File: config.mk
export PLATFORM = sky130hd
export DESIGN_NAME = sc_mmio_ctrl_flat
export DESIGN_NICKNAME = d
export VERILOG_FILES = /design/src/rtl/sc_mmio_ctrl_if.sv /design/src/rtl/sc_mmio_ctrl.sv /design/src/flat_wrapper.sv
export SDC_FILE = /design/constraint.sdc
export NUM_CORES = 1
export LEC_CHECK = 0
export CORE_MARGIN = 2
export CORE_UTILIZATION = 40
export DETAILED_ROUTE_END_ITERATION = 6
export PLACE_DENSITY = 0.83
export SYNTH_ARGS = -nofsm -noshare
export SYNTH_HDL_FRONTEND = slang
export SYNTH_SLANG_ARGS = --single-unit
File: constraint.sdc
create_clock -name clock -period 3.1 [get_ports clock]
set_input_delay 0.62 -clock clock [delete_from_list [all_inputs] [get_ports clock]]
set_output_delay 0.62 -clock clock [all_outputs]
set_load 0.02 [all_outputs]
File: src/rtl/sc_mmio_ctrl_if.sv
// CPU data-bus / data-memory signal bundle seen by the MMIO controller.
interface sc_mmio_ctrl_if;
   logic [31:0] addr;
   logic [31:0] wdata;
   logic        we;
   logic [31:0] dmem_rdata;
   logic [31:0] rdata;
   logic        dmem_we;

   modport master (output addr, wdata, we, dmem_rdata, input rdata, dmem_we);
   modport slave  (input addr, wdata, we, dmem_rdata, output rdata, dmem_we);
endinterface

File: src/rtl/sc_mmio_ctrl.sv
// Memory-mapped I/O controller: decodes a 256-byte window, provides synchronised
// input channels with change-detect pending bits, output registers, and a
// maskable level interrupt. Accesses outside the window pass through to dmem.

// One input channel: two-flop synchroniser, previous-value register and the
// change-detect pending bit (set has priority over write-1-to-clear).
module sc_mmio_in_ch #(
   parameter int IN_W = 8
) (
   input  logic            clock,
   input  logic            resetn,
   input  logic [IN_W-1:0] din,
   input  logic            clr,
   output logic [IN_W-1:0] s2,
   output logic            pend
);
   logic [IN_W-1:0] s1, prev;

   // Synchronise, remember last settled value, flag any change.
   always_ff @(posedge clock or negedge resetn) begin
      if (!resetn) begin
         s1   <= '0;
         s2   <= '0;
         prev <= '0;
         pend <= 1'b0;
      end else begin
         s1   <= din;
         s2   <= s1;
         prev <= s2;
         pend <= (s2 != prev) | (pend & ~clr);
      end
   end
endmodule

module sc_mmio_ctrl #(
   parameter int          NUM_IN  = 4,
   parameter int          IN_W    = 8,
   parameter int          NUM_OUT = 6,
   parameter int          OUT_W   = 7,
   parameter logic [31:0] IO_BASE = 32'h0000_C000
) (
   input  logic                     clock,
   input  logic                     resetn,
   sc_mmio_ctrl_if.slave            bus,
   input  logic [NUM_IN*IN_W-1:0]   io_in,
   output logic [NUM_OUT*OUT_W-1:0] io_out,
   output logic                     irq
);
   localparam logic [5:0] W_PEND = 6'd32;
   localparam logic [5:0] W_MASK = 6'd33;
   localparam logic [5:0] W_ID   = 6'd34;

   logic                           io_sel, io_wr;
   logic [5:0]                     w;
   logic [31:0]                    io_rdata;
   logic [NUM_IN-1:0][IN_W-1:0]    s2_v;
   logic [NUM_IN-1:0]              pending, mask, clr;
   logic [NUM_OUT-1:0][OUT_W-1:0]  out_r;
   logic                           unused;

   assign io_sel = (bus.addr[31:8] == IO_BASE[31:8]);
   assign w      = bus.addr[7:2];
   assign io_wr  = bus.we & io_sel;

   // Byte offset bits and the upper store-data bits have no meaning here.
   assign unused = &{1'b0, bus.addr[1:0], bus.wdata};

   assign bus.dmem_we = bus.we & ~io_sel;
   assign bus.rdata   = io_sel ? io_rdata : bus.dmem_rdata;

   assign clr    = (io_wr && w == W_PEND) ? bus.wdata[NUM_IN-1:0] : '0;
   assign io_out = out_r;
   assign irq    = |(pending & mask);

   genvar g;
   generate
      for (g = 0; g < NUM_IN; g++) begin : g_in
         sc_mmio_in_ch #(.IN_W(IN_W)) u_ch (
            .clock  (clock),
            .resetn (resetn),
            .din    (io_in[g*IN_W +: IN_W]),
            .clr    (clr[g]),
            .s2     (s2_v[g]),
            .pend   (pending[g])
         );
      end
   endgenerate

   // Output and mask registers; writes land only on populated indices.
   always_ff @(posedge clock or negedge resetn) begin
      if (!resetn) begin
         out_r <= '0;
         mask  <= '0;
      end else if (io_wr) begin
         for (int k = 0; k < NUM_OUT; k++)
            if (w == 6'(16 + k)) out_r[k] <= bus.wdata[OUT_W-1:0];
         if (w == W_MASK) mask <= bus.wdata[NUM_IN-1:0];
      end
   end

   // Same-cycle read mux over the register map; unmapped indices read zero.
   always_comb begin
      io_rdata = '0;
      for (int k = 0; k < NUM_IN; k++)
         if (w == 6'(k)) io_rdata = 32'(s2_v[k]);
      for (int k = 0; k < NUM_OUT; k++)
         if (w == 6'(16 + k)) io_rdata = 32'(out_r[k]);
      if (w == W_PEND) io_rdata = 32'(pending);
      if (w == W_MASK) io_rdata = 32'(mask);
      if (w == W_ID)   io_rdata = {16'(NUM_IN), 16'(NUM_OUT)};
   end
endmodule
File: src/flat_wrapper.sv
// flat-port wrapper written by rule: the top's interface ports become plain ports
module sc_mmio_ctrl_flat 
#(
   parameter int          NUM_IN  = 4,
   parameter int          IN_W    = 8,
   parameter int          NUM_OUT = 6,
   parameter int          OUT_W   = 7,
   parameter logic [31:0] IO_BASE = 32'h0000_C000
)
  (clock, resetn, io_in, io_out, irq, bus_addr, bus_wdata, bus_we, bus_dmem_rdata, bus_rdata, bus_dmem_we);
  sc_mmio_ctrl_if bus_i ();
  input  logic clock;
  input  logic resetn;
  input  logic [NUM_IN*IN_W-1:0] io_in;
  output logic [NUM_OUT*OUT_W-1:0] io_out;
  output logic irq;
  input wire logic [$bits(bus_i.addr)-1:0] bus_addr;
  input wire logic [$bits(bus_i.wdata)-1:0] bus_wdata;
  input wire logic [$bits(bus_i.we)-1:0] bus_we;
  input wire logic [$bits(bus_i.dmem_rdata)-1:0] bus_dmem_rdata;
  output wire logic [$bits(bus_i.rdata)-1:0] bus_rdata;
  output wire logic [$bits(bus_i.dmem_we)-1:0] bus_dmem_we;
  assign bus_i.addr = bus_addr;
  assign bus_i.wdata = bus_wdata;
  assign bus_i.we = bus_we;
  assign bus_i.dmem_rdata = bus_dmem_rdata;
  assign bus_rdata = bus_i.rdata;
  assign bus_dmem_we = bus_i.dmem_we;
  sc_mmio_ctrl #(.NUM_IN(NUM_IN), .IN_W(IN_W), .NUM_OUT(NUM_OUT), .OUT_W(OUT_W), .IO_BASE(IO_BASE)) u_core (.clock(clock), .resetn(resetn), .bus(bus_i), .io_in(io_in), .io_out(io_out), .irq(irq));
endmodule
**Word-level counts from Yosys, hierarchy flattened**

Index checks and enable logic that the tools add are counted.

- Input port bits: 131
- Output and inout bits: 76
- Word-level logic and storage cells: 81
- Bits in registers: 146

- Muxes and demuxes: 15
- Reductions and logical operators: 10
- Bitwise gates (word level): 16
- Eq/ne operators: 17

Operator list:

| cell | number |
|---|---|
| $mux W8 | 12 |
| $eq A6 B5 Y1 const B | 6 |
| $mux W32 | 1 |
| $ne A8 B8 Y1 | 4 |
| $eq A24 B8 Y1 const B | 1 |
| $mux W19 | 1 |
| $eq A6 B6 Y1 const B | 3 |
| $reduce_and A2 Y1 | 7 |
| $eq A6 B2 Y1 const B | 2 |
| $and A1 B1 Y1 | 6 |
| $eq A6 B1 Y1 const B | 1 |
| $logic_not A6 Y1 | 1 |
| $not A1 Y1 | 5 |
| $and A4 B4 Y4 | 1 |
| $mux W4 | 1 |
| $or A1 B1 Y1 | 4 |
| $reduce_or A4 Y1 | 1 |
| $logic_and A1 B1 Y1 | 1 |

**Logic depth before layout (Yosys ltp)**

- Depth after elaboration: 15
- Depth in mapped cells: 8

**Modules after synthesis**

Synthesis repeated with hierarchy kept, for this count alone.

- Cell total of the unflattened synthesis: 430
- Area, all modules: 5933.2 µm²

By module, submodules not included:

| module | instances | area each (µm²) | sequential area each (µm²) | cells an instance |
|---|---|---|---|---|
| sc_mmio_ctrl | 1 | 3055.4 | 1151.1 | 282 |
| sc_mmio_in_ch | 4 | 719.4 | 625.6 | 37 |

**Least setup slack after synthesis**

OpenSTA, ideal clock, no wires.

- Path kind: in2out
- Start point: in bus_addr[28]
- End point: out bus_rdata[3]
- Slack: 0.350 ns
- Stages on the path: 7
- Data arrival time: 2.130 ns
- Path through: nor4_1 > nand4_1 > nor2_2 > buf_8 > clkbuf_1 > nor2_1 > a31oi_1

- Cells in the longest elaborated chain, start to end: 2

RTL lines:

| what | RTL line | source |
|---|---|---|
| start: declaration | flat_wrapper.sv:17 | `input wire logic [$bits(bus_i.addr)-1:0] bus_addr;` |
| $eq A24 B8 Y1 | sc_mmio_ctrl.sv:61 | `assign io_sel = (bus.addr[31:8] == IO_BASE[31:8]);` |
| $mux W32 | sc_mmio_ctrl.sv:69 | `assign bus.rdata = io_sel ? io_rdata : bus.dmem_rdata;` |
| end: declaration | flat_wrapper.sv:21 | `output wire logic [$bits(bus_i.rdata)-1:0] bus_rdata;` |

Every way passes these cells.

**Worst setup path after layout**

- Start point: in bus_addr[6]
- End point: out bus_rdata[2]

- Cells in the longest elaborated chain, start to end: 15

RTL lines:

| what | RTL line | source |
|---|---|---|
| $logic_not A6 Y1 | sc_mmio_ctrl.sv:105 | `if (w == 6'(k)) io_rdata = 32'(s2_v[k]);` |
| $mux W8 (4 in series) | sc_mmio_ctrl.sv:105 |  |
| $mux W8 (6 in series) | sc_mmio_ctrl.sv:107 | `if (w == 6'(16 + k)) io_rdata = 32'(out_r[k]);` |
| $mux W8 | sc_mmio_ctrl.sv:108 | `if (w == W_PEND) io_rdata = 32'(pending);` |
| $mux W8 | sc_mmio_ctrl.sv:109 | `if (w == W_MASK) io_rdata = 32'(mask);` |
| $mux W19 * | sc_mmio_ctrl.sv:110 | `if (w == W_ID) io_rdata = {16'(NUM_IN), 16'(NUM_OUT)};` |
| $mux W32 * | sc_mmio_ctrl.sv:69 |  |

Every way passes the cells marked *; elsewhere a longest branch is shown, timed or not.

==> results.ini <==
[run_status]
status = completed

[sta]
whs_ns = 0.261
worst_slack_ns = 0.0682
min_period_over_period = 0.978
relSlewSlack = 0.472
maxSlewViolCount = 0
finalHoldViolCount = 0
tns_ns = 0
fin_worst_skew_ns = 0.0160
min_period_ns = 3.03
finalSetupViolCount = 0
rsz0062_at_grt = true
tightest_slew_ns = 0.792
maxClockFrequency_mhz = 330

[worst_setup_path]
start_kind = input port
regToRegEndpoint = u_core.g_in[1].u_ch.pend$_DFF_PN0_
r2r_setup_slack_ns = 1.87
worstRegToRegCells = 3
crit_type = in2out
required_ns = 2.48
end_kind = primary output
regToRegStartpoint = u_core.g_in[1].u_ch.s2[6]$_DFF_PN0_
cp_max_fo = 5
arrival_ns = 2.41

[route]
first_iter_violations = 257
wl_um = 16700
dr.pass1.iters = 4
ant_nets = 0
avgViaCountPerCell = 5.16
wl_per_cell_um = 19.5
route.detailed.drc = 0
num_vias = 4431

[grt]
grt_max_degree = 91
grt_pass1_wl_um = 25900
grt.total_usage = 0.212
gr-total-overflow = 0
grt_pass1_vias = 4738
antenna_found_initial = 0

[synthesis]
synth-seq-cells = 146
synth_area_um2 = 6040
synth_fa_ha_area_frac = 0
synthFlopType = dfrtp_1
synth-xor-area-share = 0.0464
syn_nets = 552
synth-compound-area-share = 0.0599
synth-edff-count = 0
synthCells = 421
yosysWarnings = 0
muxShareOfSynthArea = 0.142
synth_top_family_by_area = multiplexers
async_flop_share = 1.00
avgSynthCellArea_um2 = 14.3
ys_types = 57
synth-seq-area-share = 0.605
synth_simple_gate_area_frac = 0.123

[clock_network]
cts_sinks = 146
clock_path_buffers = 2
cts_buffers = 17
h-tree-depth = 4
hold_buffers = 0
clock_tree.root_cell = clkbuf_16
cts_tree = built
clk_pin_slew_ns = 0.06
clk_latency_ns = 0.42

[die]
initial_utilization = 0.413
chipHeight_um = 127
fp.dieW_um = 127
row_count = 44
dieArea_um2 = 16100
io_pins = 207
core_area_um2 = 14600

[placement]
pre_cts_slack_ns = -0.765
placedCellCount = 819
gp_congestion = 0.921
dpl.hpwl_um = 12800
portBuffers = 179
placed_cell_area_um2 = 8390

[finish]
utilization = 0.616
ff_latch_area_um2 = 3650
area_growth_pct = 49.3
layout-drive-gt1-share = 0.234
diodes = 0
n_fill_cell = 1109
multi_input_area_um2 = 2270
finalInstanceArea_um2 = 9020
final_nets = 792
final_common_cell = dfrtp_1
fin_cells = 858
mostFrequentLayoutCells = dfrtp_1, clkdlybuf4s50_1, buf_4

[hold_path]
hold_path.class = in2async

[power_and_ir_drop]
irDropWorstVdd_v = 0.000464
powerDensity_nw_per_um2 = 496
leakage_nw = 3.93
power_mw = 4.47

[job]
max_cap_violations = 0

-- Yosys cell counts (all sizes together), types with 3 or more instances --
cell type | instances | area [um^2]
nand3 | 4 | 20.0
clkbuf | 6 | 42.5
nor2 | 12 | 62.6
inv | 3 | 11.3
mux2i | 7 | 70.1
nor4b | 4 | 68.8
mux4 | 10 | 225
nand2b | 5 | 33.8
nor3 | 4 | 20.0
a22oi | 5 | 37.5
nand4 | 17 | 166
nor3b | 3 | 22.5
o31ai | 3 | 27.5
nor2b | 27 | 169
buf | 12 | 92.6
a21oi | 4 | 20.0
dfrtp | 146 | 3650
nor4 | 5 | 46.3
nand2 | 13 | 48.8
mux2 | 50 | 563
a31oi | 4 | 25.0
a211o | 6 | 52.6
o21ai | 17 | 88.8
xnor2 | 32 | 280
-- routing by layer --
layer / global-route usage / wire, um / vias to the layer above
li1: - / - / 2016
met2: 0.378 / 8730 / 179
met4: 0.0543 / 214 / 0
met1: 0.254 / 6520 / 2219
met5: 0 / 0 / -
met3: 0.0603 / 1250 / 17
-- where the power goes --
| part | total [mW] | switching (mW) | internal, mW |
|---|---|---|---|
| combinational | 0.451 | 0.202 | 0.249 |
| clock | 2.01 | 0.796 | 1.21 |
| sequential | 2.01 | 0.0389 | 1.97 |
| total | 4.47 | 1.04 | 3.43 |
-- state kept, by name, indices dropped and copies added, names as in the netlist --
signal                 cells
u_core.g_in.u_ch.pend      4
u_core.g_in.u_ch.prev     32
u_core.mask                4
u_core.g_in.u_ch.s1       32
u_core.g_in.u_ch.s2       32
u_core.io_out             42
-- worst max-delay path by stage --
| stage | startpoint | end | slack [ns] | cells past startpoint |
|---|---|---|---|---|
| after global routing | bus_addr[29] | bus_rdata[8] | -0.005 | 8 |
| final | bus_addr[6] | bus_rdata[2] | 0.07 | 9 |
| after floorplan | bus_addr[28] | bus_rdata[3] | 0.35 | 7 |
| after global placement | bus_addr[5] | bus_rdata[2] | -0.68 | 9 |
| after CTS | bus_addr[3] | bus_rdata[3] | -0.08 | 8 |
| after detailed placement | bus_addr[5] | bus_rdata[2] | -0.76 | 9 |
-- final cells by class --
cell class	instances	share of cell area
Tap cell	184	0.0255
Clock buffer	18	0.0487
Inverter	3	0.00125
Multi-Input combinational cell	254	0.252
Sequential cell	146	0.405
Clock inverter	14	0.0171
Timing Repair Buffer	239	0.250
-- critical path, cell delays in order --
cell and delay [ns]:
clkdlybuf4s15_1 0.24, buf_4 0.16, nor4b_4 0.25, o21ai_1 0.12, a222oi_1 0.40, o21ai_1 0.14, a31oi_1 0.21, buf_4 0.14
buf_4 0.13
-- timing repair --
item | 4_1_cts | 5_1_grt
resized for setup | 71 | 50
setup buffers | 3 | 4
pin swaps | 10 | 9
endpoints found under the setup margin | 32 | 30
-- kinds of logic (layout without fill, tap and decap cells) --
kind of cell,count (synthesis),after routing
xor gates and xnor gates,32,32
DFF,146,146
muxes,67,67
buffers and inverters,21,274
AOI/OAI and AO/OA,51,51
and+or+nand+nor,104,104
No activity file was read; power rests on OpenSTA's default activity.
